$ cat src/rtl/bin_loader.sv
// bin_loader: streams one bin into a sat_engine, runs it, writes results back to memory.
// Define BIN_LOADER_PERF_CNT_EN to add the run_cycles_o RUN-cycle counter.
module bin_loader #(
    parameter int NUM_CLAUSES      = 8,
    parameter int NUM_VARS         = 8,
    parameter int NUM_LVLS         = 8,
    parameter int WIDTH_BIN_ID     = 10,
    parameter int WIDTH_LVL        = 16,
    parameter int WIDTH_ADDR       = 16,
    parameter int WIDTH_VAR_STATES = 19,
    parameter int WIDTH_LVL_STATES = 11
) (
`ifdef BIN_LOADER_PERF_CNT_EN
    output logic [31:0]                          run_cycles_o,
`endif
    input  logic                                 clk,
    input  logic                                 rst,
    input  logic                                 start_i,
    input  logic [WIDTH_BIN_ID-1:0]              bin_id_i,
    input  logic [WIDTH_LVL-1:0]                 load_lvl_i,
    input  logic [WIDTH_LVL-1:0]                 base_lvl_i,
    output logic                                 busy_o,
    output logic                                 done_o,
    output logic                                 sat_o,
    output logic                                 unsat_o,
    output logic [WIDTH_LVL-1:0]                 cur_lvl_o,
    output logic [WIDTH_LVL-1:0]                 bkt_lvl_o,
    output logic [WIDTH_BIN_ID-1:0]              bkt_bin_o,
    output logic                                 mem_rd_o,
    output logic                                 mem_wr_o,
    output logic [WIDTH_ADDR-1:0]                mem_addr_o,
    input  logic [2*NUM_VARS-1:0]                mem_rdata_i,
    output logic [2*NUM_VARS-1:0]                mem_wdata_o,
    output logic                                 st_rd_o,
    input  logic [WIDTH_VAR_STATES*NUM_VARS-1:0] st_vars_i,
    input  logic [WIDTH_LVL_STATES*NUM_LVLS-1:0] st_lvls_i,
    output logic                                 st_wr_o,
    output logic [WIDTH_VAR_STATES*NUM_VARS-1:0] st_vars_o,
    output logic [WIDTH_LVL_STATES*NUM_LVLS-1:0] st_lvls_o,
    output logic                                 start_core_o,
    input  logic                                 done_core_i,
    input  logic                                 core_sat_i,
    input  logic                                 core_unsat_i,
    input  logic [WIDTH_LVL-1:0]                 core_cur_lvl_i,
    input  logic [WIDTH_LVL-1:0]                 core_bkt_lvl_i,
    input  logic [WIDTH_BIN_ID-1:0]              core_bkt_bin_i,
    output logic [WIDTH_LVL-1:0]                 cur_bin_num_o,
    output logic [WIDTH_LVL-1:0]                 load_lvl_o,
    output logic                                 base_lvl_en_o,
    output logic [WIDTH_LVL-1:0]                 base_lvl_o,
    output logic [NUM_CLAUSES-1:0]               wr_carray_o,
    output logic [NUM_CLAUSES-1:0]               rd_carray_o,
    output logic [2*NUM_VARS-1:0]                clause_o,
    input  logic [2*NUM_VARS-1:0]                clause_i,
    output logic [NUM_VARS-1:0]                  wr_var_states_o,
    output logic [WIDTH_VAR_STATES*NUM_VARS-1:0] vars_states_o,
    input  logic [WIDTH_VAR_STATES*NUM_VARS-1:0] vars_states_i,
    output logic [NUM_LVLS-1:0]                  wr_lvl_states_o,
    output logic [WIDTH_LVL_STATES*NUM_LVLS-1:0] lvl_states_o,
    input  logic [WIDTH_LVL_STATES*NUM_LVLS-1:0] lvl_states_i
);
    localparam int IW = $clog2(NUM_CLAUSES) + 1;
    localparam logic [2:0] S_IDLE  = 3'd0, S_LD_CL = 3'd1, S_LD_ST = 3'd2, S_START = 3'd3,
                           S_RUN   = 3'd4, S_WB_CL = 3'd5, S_WB_ST = 3'd6, S_DONE  = 3'd7;

    logic [2:0]              state_q, state_d;
    logic [IW-1:0]           idx_q, idx_d;
    logic [WIDTH_BIN_ID-1:0] bin_id_q, bin_id_d, bkt_bin_q, bkt_bin_d;
    logic [WIDTH_LVL-1:0]    load_lvl_q, load_lvl_d, base_lvl_q, base_lvl_d;
    logic [WIDTH_LVL-1:0]    cur_lvl_q, cur_lvl_d, bkt_lvl_q, bkt_lvl_d;
    logic                    sat_q, sat_d, unsat_q, unsat_d;

    always_comb begin
        state_d    = state_q;
        idx_d      = idx_q;
        bin_id_d   = bin_id_q;
        load_lvl_d = load_lvl_q;
        base_lvl_d = base_lvl_q;
        sat_d      = sat_q;
        unsat_d    = unsat_q;
        cur_lvl_d  = cur_lvl_q;
        bkt_lvl_d  = bkt_lvl_q;
        bkt_bin_d  = bkt_bin_q;
        case (state_q)
            S_IDLE: if (start_i) begin
                state_d    = S_LD_CL;
                idx_d      = '0;
                bin_id_d   = bin_id_i;
                load_lvl_d = load_lvl_i;
                base_lvl_d = base_lvl_i;
                sat_d      = 1'b0;
                unsat_d    = 1'b0;
                cur_lvl_d  = '0;
                bkt_lvl_d  = '0;
                bkt_bin_d  = '0;
            end
            S_LD_CL, S_WB_CL: begin
                idx_d = idx_q + IW'(1);
                if (idx_q == IW'(NUM_CLAUSES)) begin
                    state_d = (state_q == S_LD_CL) ? S_LD_ST : S_WB_ST;
                    idx_d   = '0;
                end
            end
            S_LD_ST: begin
                idx_d = idx_q + IW'(1);
                if (idx_q != '0) begin
                    state_d = S_START;
                    idx_d   = '0;
                end
            end
            S_START: state_d = S_RUN;
            S_RUN: if (done_core_i) begin
                state_d   = S_WB_CL;
                idx_d     = '0;
                sat_d     = core_sat_i;
                unsat_d   = core_unsat_i;
                cur_lvl_d = core_cur_lvl_i;
                bkt_lvl_d = core_bkt_lvl_i;
                bkt_bin_d = core_bkt_bin_i;
            end
            S_WB_ST: state_d = S_DONE;
            default: state_d = S_IDLE;
        endcase
    end

    always_ff @(posedge clk) begin
        if (!rst) begin
            state_q    <= S_IDLE;
            idx_q      <= '0;
            bin_id_q   <= '0;
            load_lvl_q <= '0;
            base_lvl_q <= '0;
            sat_q      <= 1'b0;
            unsat_q    <= 1'b0;
            cur_lvl_q  <= '0;
            bkt_lvl_q  <= '0;
            bkt_bin_q  <= '0;
        end else begin
            state_q    <= state_d;
            idx_q      <= idx_d;
            bin_id_q   <= bin_id_d;
            load_lvl_q <= load_lvl_d;
            base_lvl_q <= base_lvl_d;
            sat_q      <= sat_d;
            unsat_q    <= unsat_d;
            cur_lvl_q  <= cur_lvl_d;
            bkt_lvl_q  <= bkt_lvl_d;
            bkt_bin_q  <= bkt_bin_d;
        end
    end

    // Clause streams are pipelined: issue slot idx, data for slot idx-1 returns in the same cycle.
    logic          ld_cl, wb_cl, issue, ret, st_ld;
    logic [IW-1:0] addr_idx;
    assign ld_cl    = state_q == S_LD_CL;
    assign wb_cl    = state_q == S_WB_CL;
    assign issue    = idx_q < IW'(NUM_CLAUSES);
    assign ret      = idx_q != '0;
    assign st_ld    = state_q == S_LD_ST && idx_q != '0;
    assign addr_idx = ld_cl ? idx_q : idx_q - IW'(1);

    assign mem_rd_o    = ld_cl && issue;
    assign mem_wr_o    = wb_cl && ret;
    assign mem_addr_o  = (mem_rd_o || mem_wr_o) ?
                         WIDTH_ADDR'(32'(bin_id_q) * 32'(NUM_CLAUSES) + 32'(addr_idx)) : '0;
    assign mem_wdata_o = mem_wr_o ? clause_i : '0;
    assign wr_carray_o = (ld_cl && ret) ? NUM_CLAUSES'(1) << (idx_q - IW'(1)) : '0;
    assign rd_carray_o = (wb_cl && issue) ? NUM_CLAUSES'(1) << idx_q : '0;
    assign clause_o    = (ld_cl && ret) ? mem_rdata_i : '0;

    assign st_rd_o         = state_q == S_LD_ST && idx_q == '0;
    assign wr_var_states_o = st_ld ? '1 : '0;
    assign wr_lvl_states_o = st_ld ? '1 : '0;
    assign vars_states_o   = st_ld ? st_vars_i : '0;
    assign lvl_states_o    = st_ld ? st_lvls_i : '0;
    assign base_lvl_en_o   = st_ld;
    assign base_lvl_o      = st_ld ? base_lvl_q : '0;

    assign st_wr_o   = state_q == S_WB_ST;
    assign st_vars_o = st_wr_o ? vars_states_i : '0;
    assign st_lvls_o = st_wr_o ? lvl_states_i : '0;

    assign start_core_o  = state_q == S_START;
    assign cur_bin_num_o = WIDTH_LVL'(bin_id_q);
    assign load_lvl_o    = load_lvl_q;
    assign busy_o        = state_q != S_IDLE && state_q != S_DONE;
    assign done_o        = state_q == S_DONE;
    assign sat_o         = sat_q;
    assign unsat_o       = unsat_q;
    assign cur_lvl_o     = cur_lvl_q;
    assign bkt_lvl_o     = bkt_lvl_q;
    assign bkt_bin_o     = bkt_bin_q;

`ifdef BIN_LOADER_PERF_CNT_EN
    logic [31:0] run_cnt_q, run_cnt_d;
    always_comb run_cnt_d = (state_q == S_IDLE && start_i) ? '0 :
                            (state_q == S_RUN && run_cnt_q != '1) ? run_cnt_q + 32'd1 : run_cnt_q;
    always_ff @(posedge clk) run_cnt_q <= !rst ? '0 : run_cnt_d;
    assign run_cycles_o = run_cnt_q;
`endif
endmodule

$ cat config.mk
export PLATFORM = sky130hd
export DESIGN_NAME = bin_loader
export DESIGN_NICKNAME = d
export VERILOG_FILES = /design/src/rtl/bin_loader.sv
export SDC_FILE = /design/constraint.sdc
export NUM_CORES = 1
export LEC_CHECK = 0
export BUFFER_PORTS_ARGS = -buffer_cell sky130_fd_sc_hd__buf_2
export CORE_AREA = 2 2 493 495
export DETAILED_ROUTE_END_ITERATION = 10
export DIE_AREA = 0 0 495 497
export GPL_TIMING_DRIVEN = 0
export PLACE_DENSITY = 0.3
export SLEW_MARGIN = 20
export SYNTH_ARGS = -nofsm -noshare
export SYNTH_HDL_FRONTEND = slang
export SYNTH_SLANG_ARGS = --single-unit
$ cat constraint.sdc
create_clock -name clk -period 3.4 [get_ports clk]
set_input_delay 0.34 -clock clk [delete_from_list [all_inputs] [get_ports clk]]
set_output_delay 0.34 -clock clk [all_outputs]
set_load 0.01 [all_outputs]
Word-level counts from Yosys, hierarchy flattened
Index checks and enable logic that the tools add are counted.
{"block": "word_totals", "in_bits": 602, "ff_bits": 93, "out_inout_bits": 660, "word_cells": 84}
{"block": "op_classes", "n_mux": 36, "add_sub_neg": 3, "n_eq_ne": 13, "n_reduce_logical": 19, "n_shift": 2, "n_lt_le_gt_ge": 1}
{"cell": "2-to-1 mux 152 bit", "count": 2}
{"cell": "2-to-1 mux 88 bit", "count": 2}
{"cell": "2-to-1 mux 16 bit", "count": 6}
{"cell": "case mux 16 bit (2 select lines)", "count": 2}
{"cell": "2-to-1 mux 8 bit", "count": 3}
{"cell": "2-to-1 mux 10 bit", "count": 2}
{"cell": "2-to-1 mux 4 bit", "count": 5}
{"cell": "case mux 10 bit (2 select lines)", "count": 1}
{"cell": "case mux 3 bit (6 select lines)", "count": 1}
{"cell": "case mux 4 bit (4 select lines)", "count": 1}
{"cell": "<< shifter 1 x 4 -> 8 bit, first input constant", "count": 2}
{"cell": "2-to-1 mux 3 bit", "count": 5}
{"cell": "adder 13 x 4 -> 14 bit", "count": 1}
{"cell": "2-to-1 mux 14 bit", "count": 1}
{"cell": "equality test 3 bit, second input constant", "count": 4}
{"cell": "!= test 2 bit, second input constant", "count": 4}
{"cell": "nonzero test 4 bit", "count": 2}
{"cell": "logical AND 1 bit", "count": 7}
{"cell": "equality test 3 x 2 -> 1 bit, second input constant", "count": 2}
{"cell": "AND reduction 3 bit", "count": 2}
{"cell": "adder 4 x 1 -> 4 bit, second input constant", "count": 1}
{"cell": "equality test 4 bit, second input constant", "count": 1}
{"cell": "zero test 4 bit", "count": 1}
{"cell": "less-than comparator 4 bit, second input constant", "count": 1}
{"cell": "12 further kinds", "count": 15}

Depth between registers and ports, before layout
Gate-level depths: netlist (run 1).
{"block": "logic_depth", "ltp_word": 4, "ltp_mapped": 9, "mapped_depth_nobuf": 8}

Least setup slack after synthesis (run 1)
No wires, ideal clock.
{"block": "synth_timing", "kind": "reg2out", "start": "register idx_q[0]", "end": "output base_lvl_o[10]", "n_path_buf": 1, "slack_ps": 1007, "stages_incl_launch_ff": 7, "arrival_time_ps": 2053, "path_cell_list": "dfxtp_1 -> inv_1 -> ha_1 -> nor3b_2 -> nor2_2 -> clkbuf_1 -> and2_1"}
{"block": "synth_via", "elab_chain_len": 3}
{"item": "start: declaration", "line": "67", "source": "logic [IW-1:0] idx_q, idx_d;"}
{"item": "start signal: assignment", "line": "140", "source": "idx_q <= idx_d;"}
{"item": "nonzero test 4 bit", "line": "159", "source": "assign st_ld = state_q == S_LD_ST && idx_q != '0;"}
{"item": "logical AND 1 bit", "line": "159"}
{"item": "named net base_lvl_en_o", "line": "49", "source": "output logic base_lvl_en_o,"}
{"item": "2-to-1 mux 16 bit", "line": "177", "source": "assign base_lvl_o = st_ld ? base_lvl_q : '0;"}
{"item": "end: declaration", "line": "50", "source": "output logic [WIDTH_LVL-1:0] base_lvl_o,"}
The timed path passes the listed nets, and every way through them passes these cells.

Worst setup path in the final report (run 1)
{"block": "layout_timing", "start": "register idx_q[0]", "end": "output mem_addr_o[8]"}
{"block": "layout_via", "elab_chain_len": 4, "elab_cells_between_ends": 9, "cone_classes": "2 x add/sub; 1 x order compare; 2 x mux; 4 x reduce/logical"}
{"item": "subtractor 4 x 1 -> 4 bit (tied with other cells)", "line": "160", "source": "assign addr_idx = ld_cl ? idx_q : idx_q - IW'(1);"}
{"item": "2-to-1 mux 4 bit (tied with other cells)", "line": "160"}
{"item": "adder 13 x 4 -> 14 bit / logical OR 1 bit (equally long branches)", "line": "165, 164"}
{"item": "2-to-1 mux 14 bit (*)", "line": "164", "source": "assign mem_addr_o = (mem_rd_o || mem_wr_o) ?"}
{"item": "end: declaration", "line": "31", "source": "output logic [WIDTH_ADDR-1:0] mem_addr_o,"}
Every way passes the cells marked *; elsewhere a longest branch is shown, timed or not.

==> summary.md, run 1 <==
| Metric | Value |
|---|---|
| Cell Chain, Critical Path | `inv_1, ha_2, nor2b_1, nand3b_1, nand2_2, clkbuf_2, nor2_1, buf_2` |
| Initial detailed-routing violation count | `494` |
| CP max-delay cell | `clkbuf_2` |
| Initial antenna violation count | `slightly above 80` |
| Worst slew pin tran | `1.03 ns` |
| Mapped Cells | `1092` |
| CTS root buffer | `clkbuf_16` |
| Placeable Area | `240000 sq um` |
| Largest net degree at the start of global routing | `19` |
| Fmax achieved | `roughly 310 MHz` |
| Placer Congestion | `0.886` |
| Post-Syn Area | `7700 sq um` |
| Final setup fails | `0` |
| Die Wd | `slightly below 500 microns` |
| Fin. max-slew vios | `0` |
| WL/cell | `~21 microns` |
| Total Wirelength | `around 120000 microns` |
| Status | `complete, no violations` |
| CP Max Fanout | `10` |
| Slew Limit Headroom | `0.314` |
| Setup Total Neg Slack | `0 ns` |
| First-pass iteration count of the detailed router | `5` |
| Crit path kind | `flop to primary output` |
| Pwr dens | `166 nW/um^2` |
| Clk Latency, worst-skew pair | `0.42 ns` |
| Worst Path Arrival | `2.85 ns` |
| DP HPWL | `110000 microns` |
| Leading post-synthesis cells by cell area | `and2_1, dfxtp_1, nand2_1, a22oi_1, nor2_1` |
| Hold_ws | `0.141 ns` |
| CP Capture Type | `primary output` |
| Yosys top cell area share | `0.436` |
| Min Tclk post-route | `3.19 ns` |
| Fin crit share | `0.938` |
| Critical path's top delay family | `simple AND/OR/NAND/NOR gates` |
| Sequential area share after synthesis | `0.242` |
| WP buf/inv | `3` |
| Hold Fails Final Rpt | `0` |
| Leakage | `between 9 and 10 nW` |
| Avg Cell Area, Syn | `7.05 sq um` |
| Peak supply drop | `0.256 mV` |
| Required @ worst endpoint | `3.06 ns` |
| Cts bufs inserted | `9` |
| Synth Register Bits | `93` |
| HP Class | `input pin to flop` |
| Netlist cell types | `43` |
| Via count | `12900` |
| Vias in the first global route | `12700` |
| Clock Path Buffers | `2` |
| Max Cap Violations | `0` |
| Multi-input logic area | `5290 sq um` |
| Top Ports | `around 1300` |
| Power Total | `3.09 mW` |
| Total congestion overflow | `0` |
| Gr usage total | `0.0920` |
| CTS Sinks | `93` |
| Ys Warns | `0` |
| Unrepaired setup endpoints after global routing | `false` |
| Placed cells | `5543` |
| Die Y | `497 microns` |
| Final ANT Viol Nets | `0` |
| Seq. cell area | `roughly 1900 sq um` |
| Syn-to-layout area delta | `142%` |
| Starting Density | `0.0321` |
| Largest area contributor in the netlist | `and2_1` |
| Critical path launch point type | `flop` |
| First-pass GRT wire length | `144000 microns` |
| Vias/cell | `2.32` |
| Post-cts hold buffer count | `0` |
| Non-Filler Instances | `5581` |
| Clock Pin Slew Worst Setup and Hold Paths | `0.10 ns` |
| Max Clock Skew | `between 0.015 and 0.02 ns` |
| Layout cells sized above 1 | `0.586` |
| H-tree depth | `3` |
| # rows | `180` |
| Fin nets | `2986` |
| Drt drc | `0` |
| TritonCTS clock tree | `yes` |
| Worst path max stage delay | `0.48 ns` |
| Fill count | `28500` |
| # port buffers | `1253` |
| Die area | `around 250000 sq um` |
==> stage by stage <==
stage	utilization	setup WS [ns]	instance area, sq um
3_5_place_dp	0.0755	-0.384	18100
3_3_place_gp	0.0749	-1.34	18000
6_report	0.0776	0.210	18600
2_1_floorplan	-	1.01	7720
4_1_cts	0.0774	-0.00158	18600
5_1_grt	0.0775	0.0170	18600
==> worst min-delay path, stage by stage <==
cell	delay, ns
buf_2	0.09
nand2_1	0.04
a21oi_1	0.05
==> power breakdown <==
| group | internal (mW) | leakage, nW | switching, mW |
|---|---|---|---|
| Combinational | 0.360 | 8.87 | 0.425 |
| Sequential | 1.12 | 0.759 | 0.0297 |
| Clock | 0.516 | 0.141 | 0.631 |
==> per-layer routing <==
layer | GRT usage | vias to the layer above | part of all wire | wire length, microns
li1 | - | 5968 | - | -
met1 | 0.0876 | 5959 | 0.33 | 40100
met2 | 0.184 | 826 | 0.55 | 66100
met3 | 0.0263 | 165 | 0.080 | 9610
met4 | 0.0304 | 10 | 0.033 | 3900
met5 | 0 | - | 0.00063 | 75
==> final cells by class <==
cell class                      instances  share of cell area
Multi-Input combinational cell        884               0.284
Antenna cell                           17             0.00228
Timing Repair Buffer                 1265               0.348
Clock buffer                            9              0.0121
Clock inverter                          7             0.00376
Tap cell                             3185               0.214
Sequential cell                        93               0.100
Inverter                                8             0.00161
Buffer                                113              0.0338
==> sequential cells by signal, indices dropped and copies added (netlist names) <==
name and count:
base_lvl_q 16, bin_id_q 10, bkt_bin_o 10, bkt_lvl_o 16, cur_lvl_o 16, idx_q 4, load_lvl_o 16, sat_o 1
state_q 3, unsat_o 1
==> cells in the final DEF (no fill, tap or decap), drive strengths merged, types with 4 or more instances in the layout <==
cell type	count
nor3	5
and2	537
nand3	6
buf	1307
conb	8
clkinv	4
diode	17
clkbuf	80
a22oi	44
nand2	96
nor2	77
nand4	4
xnor2	6
dfxtp	93
a21oi	48
ha	10
xor2	5
inv	10
==> path summary, 6_finish.rpt <==
path / start / depth (start not counted) / endpoint / slack, ns
worst max-delay path: idx_q[0] / 8 / mem_addr_o[8] / 0.21
worst min register to register: base_lvl_q[5] / 2 / base_lvl_q[5] / 0.46
worst max register to register: state_q[2] / 6 / bin_id_q[1] / 0.88
worst min-delay path: bin_id_i[2] / 3 / bin_id_q[2] / 0.14
==> what timing repair did <==
| action | in CTS | in global routing |
|---|---|---|
| gates resized for setup | 27 | 6 |
| pin swaps | 5 | 1 |
| buffers inserted | 6 | 0 |
| setup endpoints to repair | 453 | 9 |
==> logic make-up after synthesis <==
logic type | Yosys count | share of synthesized area
mux | 1 | 0.00130
fa+ha+maj | 10 | 0.0163
xor+xnor | 11 | 0.0125
other cells | 1 | 0.000487
flops | 93 | 0.242
buf+inv | 122 | 0.0827
simple gates | 748 | 0.558
compound gates | 106 | 0.0870
==> Yosys cell counts (all sizes together) <==
library cell and instances:
and2 537, nand2 96, dfxtp 93, nor2 77
clkbuf 69, a21oi 48, buf 45, a22oi 44
ha 10, inv 8, nand3 6, xnor2 6
nor3 5, xor2 5, nand4 4, a211oi 3
and3 3, and4 3, nor2b 3, o21ai 3
a31oi 2, a32oi 2, nand2b 2, nor3b 2
or3 2, or3b 2, a211o 1, and2b 1
and3b 1, conb 1, mux2i 1, nand3b 1
nor4b 1, nor4bb 1, o211ai 1, o22a 1
o22ai 1, or2 1
Power figures use the tool's default switching activity.
==> inputs of run 2 (changes only) <==
- CAP_MARGIN: unset -> 20
- CTS_BUF_LIST: unset -> sky130_fd_sc_hd__clkbuf_8
==> run 2 against run 1 <==
Compared with the run above: via count up 0.19%; global-route usage about the same; critical path type unchanged; cell count up 0.25%; setup slack better by 0.0030 ns; sequential cell count unchanged.
==> summary.md, run 2 (synthesized netlist as in run 1, its figures left out) <==
| Metric | Value |
|---|---|
| Status | `complete, no violations` |
| Largest net degree at the start of global routing | `19` |
| Hold Path Origin | `load_lvl_i[15]` |
| Required @ worst endpoint | `3.06 ns` |
| Drt drc | `0` |
| Starting Density | `0.0321` |
| DR top layer | `met5` |
| Worst Path Arrival | `2.85 ns` |
| H-tree depth | `3` |
| Peak supply drop | `0.186 mV` |
| Via count | `13000` |
| CTS root buffer | `clkbuf_8` |
| Final ANT Viol Nets | `0` |
| Syn-to-layout area delta | `143%` |
| HP Class | `input pin to flop` |
| Worst Setup SP | `idx_q[0]` |
| # rows | `between 150 and 200` |
| Top Ports | `1262` |
| Most common cell after layout, fill and taps aside | `buf_2` |
| Cts bufs inserted | `9` |
| Fmax achieved | `314 MHz` |
| First-pass iteration count of the detailed router | `4` |
| Area after DPL | `between 15000 and 20000 sq um` |
| WL/cell | `21.4 microns` |
| Final Core Density | `0.0781` |
| # port buffers | `1253` |
| Min Tclk post-route | `3.19 ns` |
| Routed met2 length | `66700 microns` |
| Total Wirelength | `120000 microns` |
| TritonCTS clock tree | `yes` |
| Die Y | `497 microns` |
| First-pass GRT wire length | `between 100000 and 150000 microns` |
| Non-Filler Instances | `5595` |
| Worst slew pin tran | `1.00 ns` |
| Final setup fails | `0` |
| Vias in the first global route | `12800` |
| Fin crit share | `0.938` |
| Vias/cell | `2.31` |
| CP Capture Type | `primary output` |
| Reg-to-reg startpoint | `state_q[2]` |
| Unrepaired setup endpoints after global routing | `false` |
| Leakage | `between 9 and 10 nW` |
| Fin nets | `3002` |
| Max Cap Violations | `0` |
| Dpl ws | `-0.384 ns` |
| Die area | `246000 sq um` |
| Worst setup margin | `0.212 ns` |
| Placeable Area | `between 200000 and 250000 sq um` |
| Pwr dens | `151 nW/um^2` |
| Layout cells sized above 1 | `0.585` |
| Design Area, Final | `18700 sq um` |
| Fin. max-slew vios | `0` |
| Initial detailed-routing violation count | `504` |
| Critical path launch point type | `flop` |
| Crit path kind | `flop to primary output` |
| Gr usage total | `0.0920` |
| Slew Limit Headroom | `0.333` |
| Die Wd | `slightly below 500 microns` |
| Power Total | `around 2.8 mW` |
| Clock Path Buffers | `2` |
| Clk Latency, worst-skew pair | `0.48 ns` |
| Most frequent cells in the layout | `buf_2, and2_1, nand2_1` |
| Hold Fails Final Rpt | `0` |
| Total congestion overflow | `0` |
| Initial antenna violation count | `82` |
| Clock Pin Slew Worst Setup and Hold Paths | `approximately 0.13 ns` |
| Max Clock Skew | `between 0.02 and 0.025 ns` |
| Placer Congestion | `0.886` |
| DP HPWL | `110000 microns` |
| CTS Sinks | `93` |
| CP Max Fanout | `10` |
| Metal-1 WL | `around 40000 microns` |
| Metal3 WL | `9120 microns` |
| Placed cells | `between 5000 and 6000` |
-- run 2: cell count changes in the layout (fill, tap and decap cells not counted), sizes merged --
cell | previous run | this run
diode | 17 | 15
clkbuf | 80 | 78
buf | 1307 | 1311
dlygate4sd3 | 0 | 14
-- run 2: report_power, final --
| group | switching, mW | internal (mW) | leakage [nW] |
|---|---|---|---|
| combinational | 0.429 | 0.375 | 8.95 |
| sequential | 0.0300 | 1.12 | 0.759 |
| clock | 0.591 | 0.284 | 0.0948 |
| total | 1.05 | 1.78 | 9.80 |
-- run 2: path summary, 6_finish.rpt --
| path | end | slack, ns | cells after the start |
|---|---|---|---|
| hold reg to reg | base_lvl_q[9] | 0.46 | 2 |
| hold / removal | load_lvl_o[15] | 0.1 | 3 |
| setup reg to reg | bin_id_q[1] | 0.88 | 6 |
| setup / recovery | vars_states_o[27] | 0.21 | 10 |
-- run 2: area by class of cell --
class / count / area (sq um)
antenna: 15 / 37.5
buffer: 113 / 641
clock buffer: 9 / 124
clock inverter: 7 / 70.1
fill: 28500 / 221000
inverter: 8 / 30.0
multi-input combinational: 884 / 5310
sequential: 93 / 1880
tap: 3185 / 3990
timing repair buffer: 1281 / 6670
-- run 2: metrics by stage --
stage                     hold slack, ns  setup TNS [ns]
after floorplan                    0.432               0
after global placement             0.440         -239.80
after detailed placement           0.444          -14.63
after CTS                        0.00260               0
after global routing              0.0351               0
final                             0.0988               0
-- run 2: per-layer routing --
layer / global-route usage / up-vias
li1: - / 5995
met1: 0.0882 / 5995
met3: 0.0251 / 160
met4: 0.0297 / 10
met5: 0 / -
met2: 0.185 / 792
-- run 2: worst max-delay path, stage by stage, from the launching register on --
cell and delay, ns:
dfxtp_4 0.44, inv_1 0.12, ha_4 0.23, nor3b_4 0.17, nor2_4 0.10, buf_12 0.15, buf_4 0.17, buf_4 0.20
clkbuf_2 0.27, and2_1 0.26, buf_2 0.24
-- run 2: repair_timing --
action / in CTS / in global routing
buffers inserted: 8 / 0
endpoints found under the setup margin: 510 / 7
cloned: 0 / 0
gates resized for setup: 51 / 3
hold buffers: 14 / 0
pin swaps: 7 / 0
endpoints found under the hold margin: 14 / 0
==> inputs of run 3 (changes only) <==
- CAP_MARGIN: 20 -> 10
- HOLD_SLACK_MARGIN: unset -> 0.15
==> run 3 against run 2 <==
Compared with the run above: clock power shrank 0.5%; maximum frequency grew 0.32%; non-clock buffer count grew 73; core utilization grew 0.31 points; design area grew 3.9%; routed wire length grew 0.18%; critical path type unchanged.
==> summary.md, run 3 (synthesized netlist as in run 1, its figures left out) <==
| Metric | Value |
|---|---|
| Fin. max-slew vios | `0` |
| WL/cell | `21.2 microns` |
| Status | `complete, no violations` |
| HP Class | `input pin to flop` |
| Hold_ws | `0.360 ns` |
| Cell Chain, Critical Path | `inv_1, ha_4, nor3b_4, nor2_4, buf_12, buf_4, buf_4, clkbuf_2, and2_1, buf_2` |
| Total congestion overflow | `0` |
| Largest net degree at the start of global routing | `19` |
| Placer Congestion | `0.886` |
| Max Clock Skew | `0.0227 ns` |
| Most frequent cells in the layout | `buf_2, and2_1, nand2_1` |
| Fill count | `28500` |
| Die Wd | `495 microns` |
| First-pass iteration count of the detailed router | `5` |
| CTS Sinks | `93` |
| Gr usage total | `0.0923` |
| # rows | `180` |
| CP Max Fanout | `10` |
| Total Wirelength | `120000 microns` |
| CP max-delay cell | `dfxtp_4` |
| Min Tclk post-route | `3.18 ns` |
| TritonCTS clock tree | `yes` |
| Fin nets | `3075` |
| Placed cells | `~5500` |
| Final setup fails | `0` |
| Fin crit share | `0.934` |
| Syn-to-layout area delta | `153%` |
| Peak supply drop | `0.186 mV` |
| Die Y | `roughly 500 microns` |
| Non-Filler Instances | `around 5700` |
| Fmax achieved | `between 300 and 400 MHz` |
| Worst slew pin tran | `a little over 1 ns` |
| Via count | `13200` |
| Setup Total Neg Slack | `0 ns` |
| Crit path kind | `flop to primary output` |
| Most used cell, CP | `buf_4` |
| Worst Path Arrival | `2.84 ns` |
| Clock Path Buffers | `2` |
| Clk Latency, worst-skew pair | `0.48 ns` |
| Slew Limit Headroom | `0.321` |
| Top Ports | `1262` |
| H-tree depth | `3` |
| Unrepaired setup endpoints after global routing | `false` |
| # port buffers | `1253` |
| CP Capture Type | `primary output` |
| Required @ worst endpoint | `3.06 ns` |
| Hold Fails Final Rpt | `0` |
| Cts bufs inserted | `9` |
| Drt drc | `0` |
| Final Core Density | `0.0811` |
| Vias in the first global route | `13200` |
| Worst path max stage delay | `0.44 ns` |
| First-pass GRT wire length | `roughly 140000 microns` |
| Critical path launch point type | `flop` |
| Pwr dens | `149 nW/um^2` |
| DP HPWL | `110000 microns` |
| Layout cells sized above 1 | `0.568` |
| Max Cap Violations | `0` |
| Placeable Area | `between 200000 and 250000 sq um` |
| Starting Density | `0.0321` |
| Initial detailed-routing violation count | `482` |
| Clock Pin Slew Worst Setup and Hold Paths | `0.13 ns` |
| Most common cell after layout, fill and taps aside | `buf_2` |
| Die area | `246000 sq um` |
| Leakage | `10.1 nW` |
| Vias/cell | `roughly 2.3` |
| Final ANT Viol Nets | `0` |
| CTS root buffer | `clkbuf_8` |
| Initial antenna violation count | `79` |
## run 3: cell count changes in the layout (fill, tap and decap cells not counted)
| cell | before | now |
|---|---|---|
| diode_2 | 15 | 17 |
| dlygate4sd3_1 | 14 | 87 |
## run 3: area by class of cell
type | count | area (sq um) | share of cell area
clock inverters | 7 | 70.1 | 0.00360
clock buffers | 9 | 124 | 0.00636
well taps | 3185 | 3990 | 0.205
plain buffers | 113 | 641 | 0.0329
inverters | 8 | 30.0 | 0.00154
diodes | 17 | 42.5 | 0.00218
flip-flops and latches | 93 | 1880 | 0.0964
repair buffers | 1354 | 7400 | 0.380
multi-input cells | 884 | 5310 | 0.273
## run 3: per-stage QoR
stage,area (sq um),worst slack (ns),power [mW]
after CTS,19400,0.00322,3.06
after global routing,19500,0.000443,3.10
after detailed placement,18100,-0.384,1.98
final,19500,0.223,2.90
after floorplan,7720,1.01,1.36
after global placement,18000,-1.34,1.97
## run 3: timing repair
item | CTS | global route
setup endpoints to repair | 510 | 7
endpoints found under the hold margin | 87 | 0
setup buffers | 8 | 0
pin swaps | 7 | 0
hold buffers | 87 | 0
resized for setup | 51 | 3
## run 3: layer usage
layer	up-vias	GRT usage	routed length, microns
li1	6145	-	-
met1	6099	0.0886	40700
met2	796	0.185	66600
met3	164	0.0249	8960
met4	10	0.0312	3670
met5	-	0	69
## run 3: final timing paths
kind                            depth (start not counted)  slack [ns]           endpoint          start
worst max-delay path                                   10        0.22  vars_states_o[27]       idx_q[0]
worst min-delay path                                    4        0.36           idx_q[0]    done_core_i
worst max register to register                          6        0.89        bin_id_q[1]     state_q[2]
worst min register to register                          2        0.46      base_lvl_q[9]  base_lvl_q[9]
## run 3: where the power goes
group / leakage (nW) / total (mW) / internal, mW / switching, mW
Clock: 0.0948 / 0.870 / 0.283 / 0.587
Sequential: 0.759 / 1.15 / 1.12 / 0.0297
Combinational: 9.25 / 0.876 / 0.430 / 0.446
## run 3: worst max-delay path: cells and delay by family (launching register included)
kind	cells	cell delay (ns)
buffers and inverters	6	1.12
adder cells (fa/ha/maj)	1	0.23
flip-flops	1	0.44
AND/OR/NAND/NOR	3	0.53
